===== config.mk =====
export PLATFORM = sky130hd
export DESIGN_NAME = reg_file_mp
export DESIGN_NICKNAME = d
export VERILOG_FILES = /design/src/rtl/reg_file_mp.sv
export SDC_FILE = /design/constraint.sdc
export NUM_CORES = 2
export LEC_CHECK = 0
export CAP_MARGIN = 10
export CORE_UTILIZATION = 25
export DETAILED_ROUTE_END_ITERATION = 10
export SLEW_MARGIN = 20
export SYNTH_ARGS = -nofsm -noshare
export SYNTH_HDL_FRONTEND = slang
export SYNTH_SLANG_ARGS = --single-unit

===== constraint.sdc =====
create_clock -name clock -period 9.6 [get_ports clock]
set_input_delay 1.92 -clock clock [delete_from_list [all_inputs] [get_ports clock]]
set_output_delay 1.92 -clock clock [all_outputs]
set_load 0.03 [all_outputs]

===== src/rtl/reg_file_mp.sv =====
// reg_file_mp: multi-port integer register file with a pending-write scoreboard
// and a self-initialising reset sequence.
//
// After reset the block walks every register once, loading x2 with INITIAL_SP
// and all other registers with 0. It then enters RUN and raises ready. During
// initialisation, writes and allocations are ignored and all read ports return 0.
//
// Ports:
//   clock         sole clock, all state changes on posedge
//   reset         synchronous, active-high; restarts initialisation from index 0
//   addr_rs       NUM_READ read addresses, port i at slice i
//   data_rs       NUM_READ read data words (combinational)
//   busy_rs       scoreboard busy bit of each read address
//   write_enable  per-write-port strobe
//   addr_rd       NUM_WRITE write addresses
//   data_rd       NUM_WRITE write data words
//   alloc_en      mark alloc_addr as awaiting a write
//   alloc_addr    register being allocated
//   ready         high once initialisation has finished
//
// Optional build macro REG_FILE_BYPASS_EN: read ports forward same-cycle write
// data and hide the busy bit of a register that is being written this cycle.

module reg_file_mp #(
   parameter int unsigned     XLEN           = 32,
   parameter int unsigned     REG_ADDR_WIDTH = 5,
   parameter int unsigned     NUM_READ       = 2,
   parameter int unsigned     NUM_WRITE      = 1,
   parameter logic [XLEN-1:0] INITIAL_SP     = 32'h03FFFFFC
) (
   input  logic                               clock,
   input  logic                               reset,
   input  logic [NUM_READ*REG_ADDR_WIDTH-1:0] addr_rs,
   output logic [NUM_READ*XLEN-1:0]           data_rs,
   output logic [NUM_READ-1:0]                busy_rs,
   input  logic [NUM_WRITE-1:0]               write_enable,
   input  logic [NUM_WRITE*REG_ADDR_WIDTH-1:0] addr_rd,
   input  logic [NUM_WRITE*XLEN-1:0]          data_rd,
   input  logic                               alloc_en,
   input  logic [REG_ADDR_WIDTH-1:0]          alloc_addr,
   output logic                               ready
);

   localparam int unsigned DEPTH = 2 ** REG_ADDR_WIDTH;

   typedef logic [REG_ADDR_WIDTH-1:0] addr_t;
   typedef logic [XLEN-1:0]           word_t;

   typedef enum logic {StInit, StRun} state_e;

   state_e           state_q, state_d;
   addr_t            init_idx_q, init_idx_d;
   word_t            regs_q [DEPTH];
   word_t            regs_d [DEPTH];
   logic [DEPTH-1:0] busy_q, busy_d;

   // Unpacked views of the flattened write ports.
   addr_t wr_addr [NUM_WRITE];
   word_t wr_data [NUM_WRITE];
   logic  wr_valid [NUM_WRITE];

   always_comb begin
      for (int unsigned j = 0; j < NUM_WRITE; j++) begin
         wr_addr[j]  = addr_rd[j*REG_ADDR_WIDTH +: REG_ADDR_WIDTH];
         wr_data[j]  = data_rd[j*XLEN +: XLEN];
         wr_valid[j] = write_enable[j] && (wr_addr[j] != '0);
      end
   end

   assign ready = (state_q == StRun);

   // ---------------------------------------------------------------------------
   // Control FSM: INIT walks every index once, then RUN forever until reset.
   // ---------------------------------------------------------------------------
   always_comb begin
      state_d    = state_q;
      init_idx_d = init_idx_q;
      unique case (state_q)
         StInit: begin
            init_idx_d = init_idx_q + addr_t'(1);
            if (init_idx_q == addr_t'(DEPTH - 1)) begin
               state_d = StRun;
            end
         end
         StRun: begin
            state_d = StRun;
         end
         default: begin
            state_d    = StInit;
            init_idx_d = '0;
         end
      endcase
   end

   always_ff @(posedge clock) begin
      if (reset) begin
         state_q    <= StInit;
         init_idx_q <= '0;
         busy_q     <= '0;
      end else begin
         state_q    <= state_d;
         init_idx_q <= init_idx_d;
         busy_q     <= busy_d;
      end
   end

   // ---------------------------------------------------------------------------
   // Register array. Ports are applied in ascending order so the highest-indexed
   // port targeting an address wins.
   // ---------------------------------------------------------------------------
   always_comb begin
      regs_d = regs_q;
      if (state_q == StInit) begin
         regs_d[init_idx_q] = (init_idx_q == addr_t'(2)) ? INITIAL_SP : '0;
      end else begin
         for (int unsigned j = 0; j < NUM_WRITE; j++) begin
            if (wr_valid[j]) begin
               regs_d[wr_addr[j]] = wr_data[j];
            end
         end
      end
   end

   // The array is reloaded by the init walk, so it needs no reset of its own.
   always_ff @(posedge clock) begin
      if (!reset) begin
         regs_q <= regs_d;
      end
   end

   // ---------------------------------------------------------------------------
   // Scoreboard: writes clear, the allocation is applied last so a same-cycle
   // allocation (a new producer) wins over the completing write.
   // ---------------------------------------------------------------------------
   always_comb begin
      busy_d = busy_q;
      if (state_q == StRun) begin
         for (int unsigned j = 0; j < NUM_WRITE; j++) begin
            if (wr_valid[j]) begin
               busy_d[wr_addr[j]] = 1'b0;
            end
         end
         if (alloc_en && (alloc_addr != '0)) begin
            busy_d[alloc_addr] = 1'b1;
         end
      end
      busy_d[0] = 1'b0;
   end

   // ---------------------------------------------------------------------------
   // Read ports.
   // ---------------------------------------------------------------------------
   always_comb begin
      addr_t rd_addr;
      word_t rd_val;
      logic  rd_busy;
`ifdef REG_FILE_BYPASS_EN
      logic  fwd_hit;
`endif
      data_rs = '0;
      busy_rs = '0;
      for (int unsigned i = 0; i < NUM_READ; i++) begin
         rd_addr = addr_rs[i*REG_ADDR_WIDTH +: REG_ADDR_WIDTH];
         rd_val  = (rd_addr == '0) ? '0 : regs_q[rd_addr];
         rd_busy = busy_q[rd_addr];
`ifdef REG_FILE_BYPASS_EN
         fwd_hit = 1'b0;
         for (int unsigned j = 0; j < NUM_WRITE; j++) begin
            if (wr_valid[j] && (wr_addr[j] == rd_addr)) begin
               rd_val  = wr_data[j];
               fwd_hit = 1'b1;
            end
         end
         // A completing write satisfies the consumer unless a new producer is
         // being allocated to the same register in this cycle.
         if (fwd_hit && !(alloc_en && (alloc_addr == rd_addr))) begin
            rd_busy = 1'b0;
         end
`endif
         if (!ready) begin
            rd_val  = '0;
            rd_busy = 1'b0;
         end
         data_rs[i*XLEN +: XLEN] = rd_val;
         busy_rs[i]              = rd_busy;
      end
   end

endmodule

# == Word level (Yosys, flattened, before mapping) ==
# Cells that the tools add are included.
# op_classes
add_sub_neg,1
n_lt_le_gt_ge,12
n_eq_ne,3
muxes,34
bitwise,9
n_reduce_logical,11
# op_table
op,n
1024-bit bitwise mux,2
1024-bit 2-to-1 mux,2
32-bit 2-to-1 mux,13
32-bit binary-select mux with 5-bit select,2
32-bit demux with 5-bit select,2
32-bit AND,1
32-bit inverter,1
32-bit OR,1
26-bit 2-to-1 mux,1
"6-bit greater-or-equal comparator, second input constant",4
"5-bit by 6-bit less-than comparator with 1-bit output, second input constant",4
5-bit inverter with 6-bit output,4
"6-bit by 1-bit less-than comparator with 1-bit output, second input constant",2
1-bit binary-select mux with 5-bit select,2
1-bit demux with 5-bit select,2
"5-bit by 1-bit greater-or-equal comparator with 1-bit output, second input constant",2
5-bit logical NOT,2
5-bit nonzero test,2
1-bit 2-to-1 mux,7
1-bit logical AND,6
"5-bit by 1-bit adder with 5-bit output, second input constant",1
"5-bit by 2-bit equality test with 1-bit output, second input constant",1
"5-bit equality test, second input constant",1
"2-bit by 1-bit != test with 1-bit output, second input constant",1
other kinds (3),4
# totals
reg_bits,1062
input_bits,56
out_inout_bits,67
wordCells,106

# == Logic depth before layout (Yosys ltp) ==
# depth
ltp_word,10
depth_mapped,7
mapped_depth_nobuf,5

# == Worst setup path after synthesis ==
# No wires, ideal clock.
# synth_timing
path_kind,input to output
start,input addr_rs[0]
end,output busy_rs[0]
arrival_time_ps,3742
setup_slack_ps,3938
cell_stages,6
n_path_buf,3
cell_sequence,buf_6 buf_2 buf_2 nor3b_1 o31a_1 nor4_1
# synth_via
elab_chain_len,3
# synth_lines
item,line,text
from (decl),33,"input logic [NUM_READ*REG_ADDR_WIDTH-1:0] addr_rs,"
1-bit binary-select mux with 5-bit select,165,rd_busy = busy_q[rd_addr];
1-bit 2-to-1 mux (not written as such),165,
1-bit 2-to-1 mux,180,if (!ready) begin
to (decl),35,"output logic [NUM_READ-1:0] busy_rs,"
# No other way between the ends. The select of a mux whose other input is x is not followed.

# == Final worst setup path ==
# layout_timing
start,input addr_rs[7]
end,output data_rs[38]
# layout_via
elab_chain_len,6
elab_cells_between_ends,7
classes_between,mux: 5; bitwise: 1; reduce/logical: 1
# layout_lines
item,line,text
5-bit inverter with 6-bit output (not written as such),164,rd_val = (rd_addr == '0) ? '0 : regs_q[rd_addr];
32-bit binary-select mux with 5-bit select,164,
32-bit 2-to-1 mux (not written as such) (2 in series),164,
32-bit 2-to-1 mux (*),164,
32-bit 2-to-1 mux (*),180,
to (decl),34,"output logic [NUM_READ*XLEN-1:0] data_rs,"
# Every way passes the cells marked *; elsewhere a longest branch is shown, timed or not. The select of a mux whose other input is x is not followed.

==> results.txt <==
The buffer levels on the longest clock path was 3; the routability congestion estimate was 0.849. For this run, the top clock speed supported by timing is 134 MHz. The synthesized netlist devotes 5.70% of its cell area to compound gates. For the detailed placement HPWL, the log shows 121000 um.

The global-route wire length before repair came out at 284000 um. The tree is rooted in a sky130_fd_sc_hd__clkbuf_16. The via count of the first global-routing pass was 36500; the unique cell type count in the Yosys netlist was 50. The total count of max-transition violations in the final report was 0.

The fraction of final layout cells sized beyond drive strength 1 is 23.2%, and the number of cells traversed by the worst register-to-register path is 6. The measured slew at the worst slew-check pin was 1.18 ns. From synthesis to final layout, the design area changed by 14.5%. After synthesis the cells add up to 53800 um2. The flow ran to the end, and the final reports show no timing, DRC or antenna violations.

The register bit count reported by yosys works out to 1061. The first detailed-routing pass ran for 8 iterations. The run gives 5.55 ns as the arrival time at the worst endpoint.

The clock tree synthesis step divided the H-tree into 3 levels. STA classifies the critical path endpoint as an output pin. The die extent in x came out at 466 um. TritonCTS built the clock tree. By instance count, the cell type seen most on the critical path is sky130_fd_sc_hd__clkdlybuf4s50_1.

The total DRC errors in the routed layout was 0. For the number of placement rows, the log shows 169. The initial antenna violation count is 17, and the number of setup violations in the final report is 0.

The number of sinks driven by the clock tree is 1061. The count of cells along the worst hold path was 2; the number of max-cap violations was 0. The flip-flop and latch area was 31500 um2. The number of setup buffers added after CTS was 0; the combined area of the multi-input logic cells was 21000 um2. Before CTS, the worst setup slack after placement is 2.22 ns. The post-route antenna net violation count was 0. On the worst path, the slowest cell contributes a delay of 0.93 ns. The most used flip-flop cell after synthesis is sky130_fd_sc_hd__edfxtp_1. Among cell families on the critical path, the largest total delay comes from buffers and inverters. The number of gates on the worst path with buffers counted was 7; the CTS buffer count was 105. The number of primary I/O pins is 123.

The buffer and inverter count on the worst path is 3. After clock tree synthesis, the flow added hold-fix buffers numbering 0. In the synthesized netlist, mux cells make up 22.0% of the area. The logs give 37200 for the routed via count and 3726 for the layout net count. The all-layer global routing usage is 18.5%, and the height of the die is 466 um. Summed over all layers, the global routing overflow is 0. Across the VDD grid, the largest voltage drop is 142 uV. The synthesized netlist devotes 10.3% of its cell area to simple gates. Power spread over the standard cell area amounts to 159 nW/um2.

After technology mapping, the gate count stands at 3715. In the synthesized netlist the async set-or-reset flop fraction comes to 0%. Across the routed clock network, the largest skew measured is 0.0230 ns.

The total of warnings raised by yosys was 0. The worst hold path belongs to the class flip-flop to flip-flop. The arithmetic-cell share of the synthesized area counting full adders, half adders and majority gates came out at 0.116%. By area, the combinational part of the netlist is dominated by multiplexers.

For the required time of the critical path, the log shows 7.68 ns. Input and output buffers added on the ports amount to 122. The analysis attributes to cell leakage a power of 15.3 nW. The routed wire length is 206000 um, and the highest net fanout along the worst path is 18. The logs give 0 for the count of instances resized after the clock tree is built and 2.13 ns for the final worst setup slack.

The filler cells instantiated in the layout total 21300. Iteration-0 DRC count of the detailed router: 6335. Worst-path cell with the longest stage delay: sky130_fd_sc_hd__nor2_4. STA classifies the critical path startpoint as an input port. Entering global routing, the biggest net connects 102 pins. The core region area came out at 213000 um2. Setup repair after global routing left no endpoint under its margin. The share of the synthesized netlist area taken by xor and xnor gates came out at 0.0488%. Counting flops with a built-in enable in the synthesized netlist gives 1024. The number of nets handed over by synthesis was 3776. Traced cell by cell, the critical path runs through clkdlybuf4s50_1, nand2b_1, nor2_4, buf_4, a22oi_1, nand4_1, clkdlybuf4s50_1. The clock edge transition at the registers on the reported setup and hold paths works out to 0.07 ns. The area enclosed by the die boundary is 217000 um2, and the final count of hold timing violations is 0. In the routed layout, each cell is associated on average with a via count of 5.66. The final period demand of the worst path was 7.47 ns. The per-cell routed wire length was 31.4 um; the starting density of the core was 25.3%. The clock latency at the later pin of the worst-skew pair was 0.76 ns; the share of the cycle needed by the critical path after routing was 77.9%. Each instance of the synthesized netlist takes up on average 14.5 um2.

The worst slew margin relative to its limit is 21.5%. The completed layout was analyzed and its total power is 9.81 mW. For the final routed database, the setup TNS stands at 0 ns.

The kind of critical path is input port to output pin. The share of the Yosys chip area taken by registers is 58.5%.
## synthesized netlist by cell type, types with 3 or more instances
| master | n | share of area [%] |
|---|---|---|
| sky130_fd_sc_hd__mux4_2 | 516 | 22 |
| sky130_fd_sc_hd__a22oi_1 | 257 | 3.6 |
| sky130_fd_sc_hd__mux2i_1 | 16 | 0.30 |
| sky130_fd_sc_hd__nand2b_1 | 6 | 0.070 |
| sky130_fd_sc_hd__buf_4 | 27 | 0.38 |
| sky130_fd_sc_hd__buf_6 | 14 | 0.29 |
| sky130_fd_sc_hd__buf_1 | 25 | 0.17 |
| sky130_fd_sc_hd__nor2b_1 | 38 | 0.44 |
| sky130_fd_sc_hd__o21ai_0 | 143 | 1.3 |
| sky130_fd_sc_hd__or3_1 | 4 | 0.046 |
| sky130_fd_sc_hd__clkbuf_1 | 219 | 1.5 |
| sky130_fd_sc_hd__buf_2 | 105 | 0.98 |
| sky130_fd_sc_hd__nand4_1 | 66 | 0.77 |
| sky130_fd_sc_hd__and3_1 | 23 | 0.27 |
| sky130_fd_sc_hd__dfxtp_1 | 37 | 1.4 |
| sky130_fd_sc_hd__mux2_2 | 6 | 0.13 |
| sky130_fd_sc_hd__o21ai_1 | 3 | 0.028 |
| sky130_fd_sc_hd__nor2_1 | 873 | 6.1 |
| sky130_fd_sc_hd__and2_1 | 101 | 1.2 |
| sky130_fd_sc_hd__nor3b_2 | 3 | 0.070 |
| sky130_fd_sc_hd__nand2_1 | 93 | 0.65 |
| sky130_fd_sc_hd__nor3b_1 | 9 | 0.13 |
| sky130_fd_sc_hd__edfxtp_1 | 1024 | 57 |
| sky130_fd_sc_hd__nor3_1 | 3 | 0.028 |
| sky130_fd_sc_hd__ha_1 | 5 | 0.12 |
| sky130_fd_sc_hd__a21oi_1 | 9 | 0.084 |
| sky130_fd_sc_hd__nand3b_1 | 7 | 0.098 |
| sky130_fd_sc_hd__inv_1 | 5 | 0.035 |
| sky130_fd_sc_hd__nand3_1 | 15 | 0.14 |
| sky130_fd_sc_hd__a32oi_1 | 25 | 0.41 |
| sky130_fd_sc_hd__and3b_1 | 6 | 0.098 |
## worst paths after layout
| kind | from | endpoint | slack, ns |
|---|---|---|---|
| setup / recovery | addr_rs[7] | data_rs[38] | 2.13 |
| hold / removal | busy_q[7]$_SDFFE_PP0P_ | busy_q[7]$_SDFFE_PP0P_ | 0.49 |
| setup reg to reg | ready$_SDFF_PP0_ | regs_q[596]$_DFFE_PP_ | 5.52 |
| hold reg to reg | busy_q[7]$_SDFFE_PP0P_ | busy_q[7]$_SDFFE_PP0P_ | 0.49 |
## state kept, by name, summed over array words and instances (netlist names)
register and count:
busy_q 31, ready 1, regs_q 1024, init_idx_q 5
## logic make-up after synthesis
| logic type | count (synthesis) |
|---|---|
| AND/OR/NAND/NOR | 1260 |
| flip-flops | 1061 |
| multiplexers | 538 |
| AO/OA/AOI/OAI | 453 |
| buffers and inverters | 395 |
| adder cells (fa/ha/maj) | 5 |
| XOR/XNOR | 3 |
## layout by cell type (no fill, tap or decap), types with 7 or more instances in the layout
master / n
sky130_fd_sc_hd__nor2_1: 832
sky130_fd_sc_hd__clkinv_1: 24
sky130_fd_sc_hd__nand3_1: 12
sky130_fd_sc_hd__nor2b_1: 38
sky130_fd_sc_hd__a32oi_1: 25
sky130_fd_sc_hd__nand2_1: 65
sky130_fd_sc_hd__and2_1: 101
sky130_fd_sc_hd__nand4_1: 66
sky130_fd_sc_hd__nand3b_1: 7
sky130_fd_sc_hd__edfxtp_1: 1024
sky130_fd_sc_hd__buf_12: 8
sky130_fd_sc_hd__clkdlybuf4s50_1: 118
sky130_fd_sc_hd__diode_2: 7
sky130_fd_sc_hd__o21ai_0: 143
sky130_fd_sc_hd__a22oi_1: 257
sky130_fd_sc_hd__mux4_2: 516
sky130_fd_sc_hd__buf_4: 103
sky130_fd_sc_hd__dfxtp_1: 36
sky130_fd_sc_hd__a21oi_1: 7
sky130_fd_sc_hd__clkinv_2: 12
sky130_fd_sc_hd__bufinv_16: 9
sky130_fd_sc_hd__and3_1: 23
sky130_fd_sc_hd__nor2_4: 41
sky130_fd_sc_hd__nand2_2: 28
sky130_fd_sc_hd__nor3b_1: 9
sky130_fd_sc_hd__mux2i_1: 16
sky130_fd_sc_hd__clkbuf_1: 21
sky130_fd_sc_hd__clkbuf_16: 110
## layer usage
metal  global-route usage, %  vias up  wire (um)  part of all wire (%)
met5                       0        -         30                 0.015
met4                    7.41        6       8520                   4.1
met3                    5.29      454      26400                    13
met2                    28.3     2812      93300                    45
met1                    24.5    19500      78100                    38
li1                        -    14400          -                     -
## area by class of cell
type,instances,share of cell area [%]
Sequential cell,1061,51.1
Multi-Input combinational cell,2259,34.0
Tap cell,2821,5.73
Clock buffer,136,4.68
Timing Repair Buffer,233,3.53
Clock inverter,54,0.859
Inverter,5,0.0304
Antenna cell,7,0.0284
## worst register-to-register path: cells and delay by family, from the launching register on
kind                   cells  cell delay (ns)
AND/OR/NAND/NOR            2             1.58
flip-flops                 1             0.56
AO/OA/AOI/OAI              1             0.20
buffers and inverters      3             1.32
## metrics by stage
stage	area (um2)	hold slack, ns	utilization [%]	std cells
after floorplan	53800	0.465	-	3715
after global placement	58200	0.480	27.3	6379
after detailed placement	58200	0.486	27.3	6379
after CTS	61600	0.495	28.9	6569
after global routing	61600	0.522	28.9	6572
final	61600	0.494	28.9	6576
## power breakdown
group	total (mW)	switching [mW]	internal [mW]
combinational	0.504	0.319	0.186
sequential	5.06	0.0157	5.04
clock	4.24	1.89	2.36
(Power assumes the default switching activity.)
